`src/rtl/riscv_bp_pkg.sv`:
```
// Shared branch-prediction types: PC width, queue depth, queue entry and resolve FSM states.
package riscv_bp_pkg;

  localparam int unsigned BP_PC_LEN  = 64;
  localparam int unsigned BP_Q_DEPTH = 4;

  typedef struct packed {
    logic [BP_PC_LEN-1:0] pc;
    logic                 pred_valid;
    logic                 pred_taken;
    logic [BP_PC_LEN-1:0] pred_target;
  } bp_pred_t;

  typedef enum logic {
    BP_RUN     = 1'b0,
    BP_RECOVER = 1'b1
  } bp_state_e;

endpackage

```
`src/rtl/bp_pred_fifo.sv`:
```
// Synchronous FIFO of in-flight predictions; flush empties it and wins over push/pop.
module bp_pred_fifo
  import riscv_bp_pkg::*;
#(
  parameter int unsigned DEPTH = BP_Q_DEPTH
) (
  input  logic                             clk,
  input  logic                             rst,
  input  logic                             push,
  input  logic                             pop,
  input  logic                             flush,
  input  bp_pred_t                         wdata,
  output bp_pred_t                         rdata,
  output logic                             full,
  output logic                             empty,
  output logic [$clog2(DEPTH+1)-1:0]       count
);

  localparam int unsigned PTR_W = $clog2(DEPTH);
  localparam int unsigned CNT_W = $clog2(DEPTH + 1);

  bp_pred_t             mem [DEPTH];
  logic [PTR_W-1:0]     wr_ptr;
  logic [PTR_W-1:0]     rd_ptr;
  logic [CNT_W-1:0]     cnt;
  logic                 do_push;
  logic                 do_pop;

  always_comb begin
    full    = (cnt == CNT_W'(DEPTH));
    empty   = (cnt == '0);
    do_pop  = pop & ~empty & ~flush;
    do_push = push & (~full | do_pop) & ~flush;
    rdata   = mem[rd_ptr];
    count   = cnt;
  end

  // Pointers are log2(DEPTH) wide, so they wrap modulo DEPTH for free.
  always_ff @(posedge clk) begin
    if (rst || flush) begin
      wr_ptr <= '0;
      rd_ptr <= '0;
      cnt    <= '0;
    end else begin
      if (do_push) wr_ptr <= wr_ptr + PTR_W'(1);
      if (do_pop)  rd_ptr <= rd_ptr + PTR_W'(1);
      case ({do_push, do_pop})
        2'b10:   cnt <= cnt + CNT_W'(1);
        2'b01:   cnt <= cnt - CNT_W'(1);
        default: cnt <= cnt;
      endcase
    end
  end

  always_ff @(posedge clk) begin
    if (do_push) mem[wr_ptr] <= wdata;
  end

endmodule

```
`src/rtl/bp_resolve_unit.sv`:
```
// Matches in-order EX resolutions against queued fetch predictions; drives predictor
// updates and a one-cycle flush/redirect on mispredict.
module bp_resolve_unit
  import riscv_bp_pkg::*;
#(
  parameter int unsigned PC_LEN  = BP_PC_LEN,
  parameter int unsigned Q_DEPTH = BP_Q_DEPTH
) (
  input  logic              i_clk,
  input  logic              i_rst,
  input  logic              i_if_push,
  input  logic [PC_LEN-1:0] i_if_pc,
  input  logic              i_pred_valid,
  input  logic              i_pred_taken,
  input  logic [PC_LEN-1:0] i_pred_target,
  output logic              o_q_full,
  input  logic              i_ex_valid,
  input  logic              i_ex_is_branch,
  input  logic              i_ex_is_jump,
  input  logic              i_ex_taken,
  input  logic              i_ex_is_rvc,
  input  logic [PC_LEN-1:0] i_ex_pc,
  input  logic [PC_LEN-1:0] i_ex_target,
  output logic [PC_LEN-1:0] o_upd_pc,
  output logic [PC_LEN-1:0] o_upd_target,
  output logic              o_upd_branch,
  output logic              o_upd_taken,
  output logic              o_upd_jump,
  output logic              o_flush,
  output logic [PC_LEN-1:0] o_redirect_pc,
  output logic [31:0]       o_mispredict_cnt,
  output logic              o_overflow,
  output logic              o_underflow
);

  localparam int unsigned CNT_W = $clog2(Q_DEPTH + 1);

  bp_state_e          state_q;
  bp_state_e          state_d;
  bp_pred_t           push_entry;
  bp_pred_t           head;
  logic               fifo_full;
  logic               fifo_empty;
  logic [CNT_W-1:0]   fifo_count;

  logic               pop_req;
  logic               pop;
  logic               push_ok;
  logic               pred_eff;
  logic               actual;
  logic               mispredict;
  logic [PC_LEN-1:0]  head_target;
  logic [PC_LEN-1:0]  seq_pc;
  logic [PC_LEN-1:0]  redirect_d;
  logic [PC_LEN-1:0]  redirect_q;
  logic               unused_head_pc;

  // Queue entries are package-width; narrower PCs are zero-extended on the way in.
  always_comb begin
    push_entry             = '0;
    push_entry.pc          = BP_PC_LEN'(i_if_pc);
    push_entry.pred_valid  = i_pred_valid;
    push_entry.pred_taken  = i_pred_taken;
    push_entry.pred_target = BP_PC_LEN'(i_pred_target);
  end

  assign unused_head_pc = ^head.pc;

  // Resolve the head entry against the EX outcome.
  always_comb begin
    pop_req     = i_ex_valid & (state_q == BP_RUN);
    pop         = pop_req & ~fifo_empty;
    head_target = PC_LEN'(head.pred_target);
    pred_eff    = head.pred_valid & head.pred_taken;
    actual      = i_ex_is_jump | (i_ex_is_branch & i_ex_taken);
    mispredict  = pop & ((pred_eff != actual) |
                         (pred_eff & actual & (head_target != i_ex_target)));
    seq_pc      = i_ex_pc + (i_ex_is_rvc ? PC_LEN'(2) : PC_LEN'(4));
    redirect_d  = actual ? i_ex_target : seq_pc;
    // A push in the mispredict cycle is wrong-path and is dropped with the queue.
    push_ok     = i_if_push & (~fifo_full | pop) & ~mispredict;
    o_q_full    = (fifo_count == CNT_W'(Q_DEPTH));
  end

  bp_pred_fifo #(
    .DEPTH (Q_DEPTH)
  ) u_fifo (
    .clk   (i_clk),
    .rst   (i_rst),
    .push  (push_ok),
    .pop   (pop),
    .flush (mispredict),
    .wdata (push_entry),
    .rdata (head),
    .full  (fifo_full),
    .empty (fifo_empty),
    .count (fifo_count)
  );

  always_ff @(posedge i_clk) begin
    if (i_rst) state_q <= BP_RUN;
    else       state_q <= state_d;
  end

  always_comb begin
    state_d = state_q;
    case (state_q)
      BP_RUN:     if (mispredict) state_d = BP_RECOVER;
      BP_RECOVER: state_d = BP_RUN;
      default:    state_d = BP_RUN;
    endcase
  end

  always_comb begin
    o_flush       = 1'b0;
    o_redirect_pc = '0;
    if (state_q == BP_RECOVER) begin
      o_flush       = 1'b1;
      o_redirect_pc = redirect_q;
    end
  end

  // Predictor update pulses, redirect capture, stats and sticky error flags.
  always_ff @(posedge i_clk) begin
    if (i_rst) begin
      o_upd_pc         <= '0;
      o_upd_target     <= '0;
      o_upd_branch     <= 1'b0;
      o_upd_taken      <= 1'b0;
      o_upd_jump       <= 1'b0;
      redirect_q       <= '0;
      o_mispredict_cnt <= '0;
      o_overflow       <= 1'b0;
      o_underflow      <= 1'b0;
    end else begin
      o_upd_branch <= pop & i_ex_is_branch & ~i_ex_is_jump;
      o_upd_jump   <= pop & i_ex_is_jump;
      o_upd_taken  <= pop & actual;
      if (pop && (i_ex_is_branch || i_ex_is_jump)) begin
        o_upd_pc     <= i_ex_pc;
        o_upd_target <= i_ex_target;
      end
      if (mispredict) begin
        redirect_q <= redirect_d;
        if (o_mispredict_cnt != 32'hFFFF_FFFF)
          o_mispredict_cnt <= o_mispredict_cnt + 32'd1;
      end
      if (i_if_push && fifo_full && !pop) o_overflow  <= 1'b1;
      if (pop_req && fifo_empty)          o_underflow <= 1'b1;
    end
  end

endmodule

```
`config.mk`:
```
export PLATFORM = sky130hd
export DESIGN_NAME = bp_resolve_unit
export DESIGN_NICKNAME = d
export VERILOG_FILES = /design/src/rtl/riscv_bp_pkg.sv /design/src/rtl/bp_pred_fifo.sv /design/src/rtl/bp_resolve_unit.sv
export SDC_FILE = /design/constraint.sdc
export NUM_CORES = 1
export LEC_CHECK = 0
export ABC_AREA = 1
export BUFFER_PORTS_ARGS = -buffer_cell sky130_fd_sc_hd__buf_4
export CORE_AREA = 4 4 181 253
export CTS_CLUSTER_SIZE = 24
export DETAILED_ROUTE_END_ITERATION = 12
export DIE_AREA = 0 0 185 257
export HOLD_SLACK_MARGIN = 0.06
export PLACE_DENSITY = 0.84
export SKIP_LAST_GASP = 1
export SYNTH_ARGS = -nofsm -noshare
export SYNTH_HDL_FRONTEND = slang
export SYNTH_SLANG_ARGS = --single-unit
```
`constraint.sdc`:
```
create_clock -name i_clk -period 6.15 [get_ports i_clk]
set_clock_uncertainty 0.1 [all_clocks]
set_input_delay 0.615 -clock i_clk [delete_from_list [all_inputs] [get_ports i_clk]]
set_output_delay 0.615 -clock i_clk [all_outputs]
set_load 0.05 [all_outputs]
```
==> impl_metrics.py <==
metrics = {
    "outcome": {
        "status": "finished clean",
    },
    "critical_path": {
        "crit_path_end_kind": "register",
        "cp.arrival_ns": 5.30,
        "worstSetupPathType": "register to register",
        "crit_top_cell": "nand2_1",
        "crit_path_start_kind": "register",
        "worstPathRequired_ns": 6.28,
        "slowest_stage": "clkinv_2",
        "path_buf_inv": 3,
        "critPathTopFamily": "simple AND/OR/NAND/NOR gates",
        "reg2reg_slack_ns": 0.98,
        "path_cells": "clkinv_2 > buf_12 > nand2_1 > nand3_1 > nand3_1 > nand2_1 > nor2_1 > nand3_1 > nor2_1 > nand2_1 > nor2_1 > nand2_1 > nand2_1 > nand2_2 > nand2_4 > nand2_1 > nor2_4 > buf_12",
        "max_stage_delay_ns": 0.83,
        "cp_max_fo": 62,
    },
    "floorplanning": {
        "die-height_um": 257,
        "die-area_um2": 47500,
        "rows": 91,
        "initial_utilization_pct": 54.1,
        "io_pins": 497,
        "core_area_um2": 43700,
        "fp.dieW_um": 185,
    },
    "synth": {
        "async_flop_share_pct": 0,
        "synth-main-ff-cell": "edfxtp_1",
        "synth_nets": 3211,
        "synth.cell_area_um2": 23700,
        "synth_edf_count": 264,
        "ys_warn_count": 0,
        "synthDominantCellAreaShare_pct": 33.5,
        "synthDistinctLibCells": 40,
        "synthTopCellsByArea": "edfxtp_1, dfxtp_1, nand2_1",
        "synth_top_cell_by_area": "edfxtp_1",
        "ys_ff_latch": 503,
        "synth_cells": 2934,
        "syn_area_per_cell_um2": 8.06,
        "synth.yosys.seq_area_share_pct": 53.7,
    },
    "detailed_routing": {
        "wl_per_cell_um": 19.7,
        "vias": 21300,
        "ant_nets": 0,
        "wl_met3_mm": 6.20,
        "firstDrtPassIters": 6,
        "wl_met2_mm": 37.2,
        "via_per_inst": 5.47,
        "wl_met1_mm": 27.9,
        "drtIter0Drc": 1703,
        "routed_wl_mm": 76.6,
        "topRoutingLayerUsed": "met5",
        "drc": 0,
    },
    "clock_network": {
        "clk_latency_ns": 0.58,
        "cts.repair.resized": 0,
        "clockBufferDepth": 3,
        "cts_hold_buf": 0,
        "htreeDepth": 2,
        "cts_buffers": 48,
        "cts_root_buf": "clkbuf_16",
        "postCtsSetupBuffers": 0,
        "cts_tree": "done",
        "cts.sinks": 503,
        "clk_pin_slew_ns": 0.07,
    },
    "power_and_ir_drop": {
        "leakage_nw": 12.7,
        "vdd_drop_max_uv": 311,
        "power-per-cell-area_nw_per_um2": 377,
    },
    "layout": {
        "syn_to_final_growth_pct": 21.7,
        "layout_common_cells": "nand2_1, buf_4, inv_1",
        "nNetsFinal": 3572,
        "fin_area_um2": 28800,
        "drive_above_1_share_pct": 16.6,
        "final_common_cell": "nand2_1",
    },
    "grt": {
        "grt_antenna_before_repair": 9,
        "grt_max_degree": 161,
        "grt_pass1_vias": 19900,
        "grt_pass1_wl_mm": 114,
        "grt-ovfl-total": 0,
        "grt_usage_pct": 31.0,
    },
    "sta": {
        "post-route-period-util_pct": 84.1,
        "rsz0062_at_grt": "false",
        "min_period_ns": 5.17,
        "finalSetupViolCount": 0,
        "drv_slew": 0,
        "finalSetupTns_ns": 0,
        "relSlewSlack_pct": 30.5,
        "fmax_mhz": 193,
        "hold_viol": 0,
        "tightest_slew_ns": 1.04,
        "holdWs_ns": 0.135,
    },
    "worst_hold_path": {
        "hold_path.class": "primary input to register",
        "hold_start": "i_pred_target[6]",
    },
    "run": {
        "maxCapViolations": 0,
    },
    "place": {
        "io_buffers": 432,
        "dpl_cell_area_um2": 27300,
        "dp_hpwl_mm": 55.3,
        "gp_congestion": 0.968,
    },
}
cell type report:
cell class	instances	area, µm²
fillers	3575	14900
flip-flops and latches	503	12700
multi-input cells	1933	9000
repair buffers	456	3510
inverters	353	1330
clock buffers	62	1290
well taps	558	698
clock inverters	24	235
diodes	4	10.0
cell families after synthesis:
group / share of synthesized area, %
simple gates: 26.9
flops: 53.7
buf+inv: 8.46
compound gates: 8.16
xor+xnor: 2.07
fa+ha+maj: 0.645
report_power, final:
part           internal [mW]  total (mW)  leakage, nW  switching (mW)
logic                  0.979        3.54         7.58            2.56
clock network           1.62        2.91        0.737            1.29
registers               4.17        4.42         4.37           0.252
total                   6.77        10.9         12.7            4.10
registers in the layout, summed over array words and instances, names as in the netlist, named ones only:
name,cells
u_fifo.wr_ptr,2
state_q,1
o_overflow,1
u_fifo.rd_ptr,2
o_underflow,1
u_fifo.mem,264
o_mispredict_cnt,32
o_upd_branch,1
o_upd_taken,1
o_upd_target,64
u_fifo.count,3
redirect_q,64
o_upd_pc,64
o_upd_jump,1
per-layer routing:
metal / global-route usage [%] / up-vias
met2: 52.5 / 960
li1: - / 10300
met5: 0 / -
met1: 36.8 / 9820
met3: 5.66 / 219
met4: 17.9 / 6
worst paths after layout:
path | endpoint | depth (start not counted)
setup / recovery | u_fifo.mem[0][32] | 18
setup reg to reg | u_fifo.mem[0][32] | 18
hold reg to reg | o_upd_pc[43] | 2
hold / removal | u_fifo.mem[3][6] | 1
through the flow:
stage          power (mW)  setup WS, ns  utilization, %  cells
6_report             10.9         0.976            65.9   3893
5_1_grt              11.4         0.586            65.9   3893
4_1_cts              10.9         0.988            65.8   3889
3_5_place_dp         8.00          1.01            62.3   3803
3_3_place_gp         7.90          1.09            62.3   3803
2_1_floorplan        6.90         0.941               -   2934
worst reg2reg max path: stages (launching register included):
cell and delay, ns:
dfxtp_4 0.58, clkinv_2 0.84, buf_12 0.50, nand2_1 0.12
nand3_1 0.09, nand3_1 0.14, nand2_1 0.07, nor2_1 0.12
nand3_1 0.08, nor2_1 0.17, nand2_1 0.12, nor2_1 0.16
nand2_1 0.15, nand2_1 0.13, nand2_2 0.08, nand2_4 0.06
nand2_1 0.26, nor2_4 0.63, buf_12 0.36
cell usage after synthesis, types with 3 or more instances:
master	instances
nand2_1	884
inv_1	351
nand3_1	282
edfxtp_1	264
dfxtp_1	239
a21oi_1	179
o21ai_0	178
nor2_1	149
clkbuf_1	82
nand4_1	58
nor3_1	53
buf_2	45
xor2_1	41
nand3b_1	29
xnor2_1	15
buf_4	12
nor4_1	12
ha_1	9
a31oi_1	7
or2_2	5
buf_6	4
and3_1	3
nor2_2	3
o21ai_1	3
(Power assumes the default switching activity.)
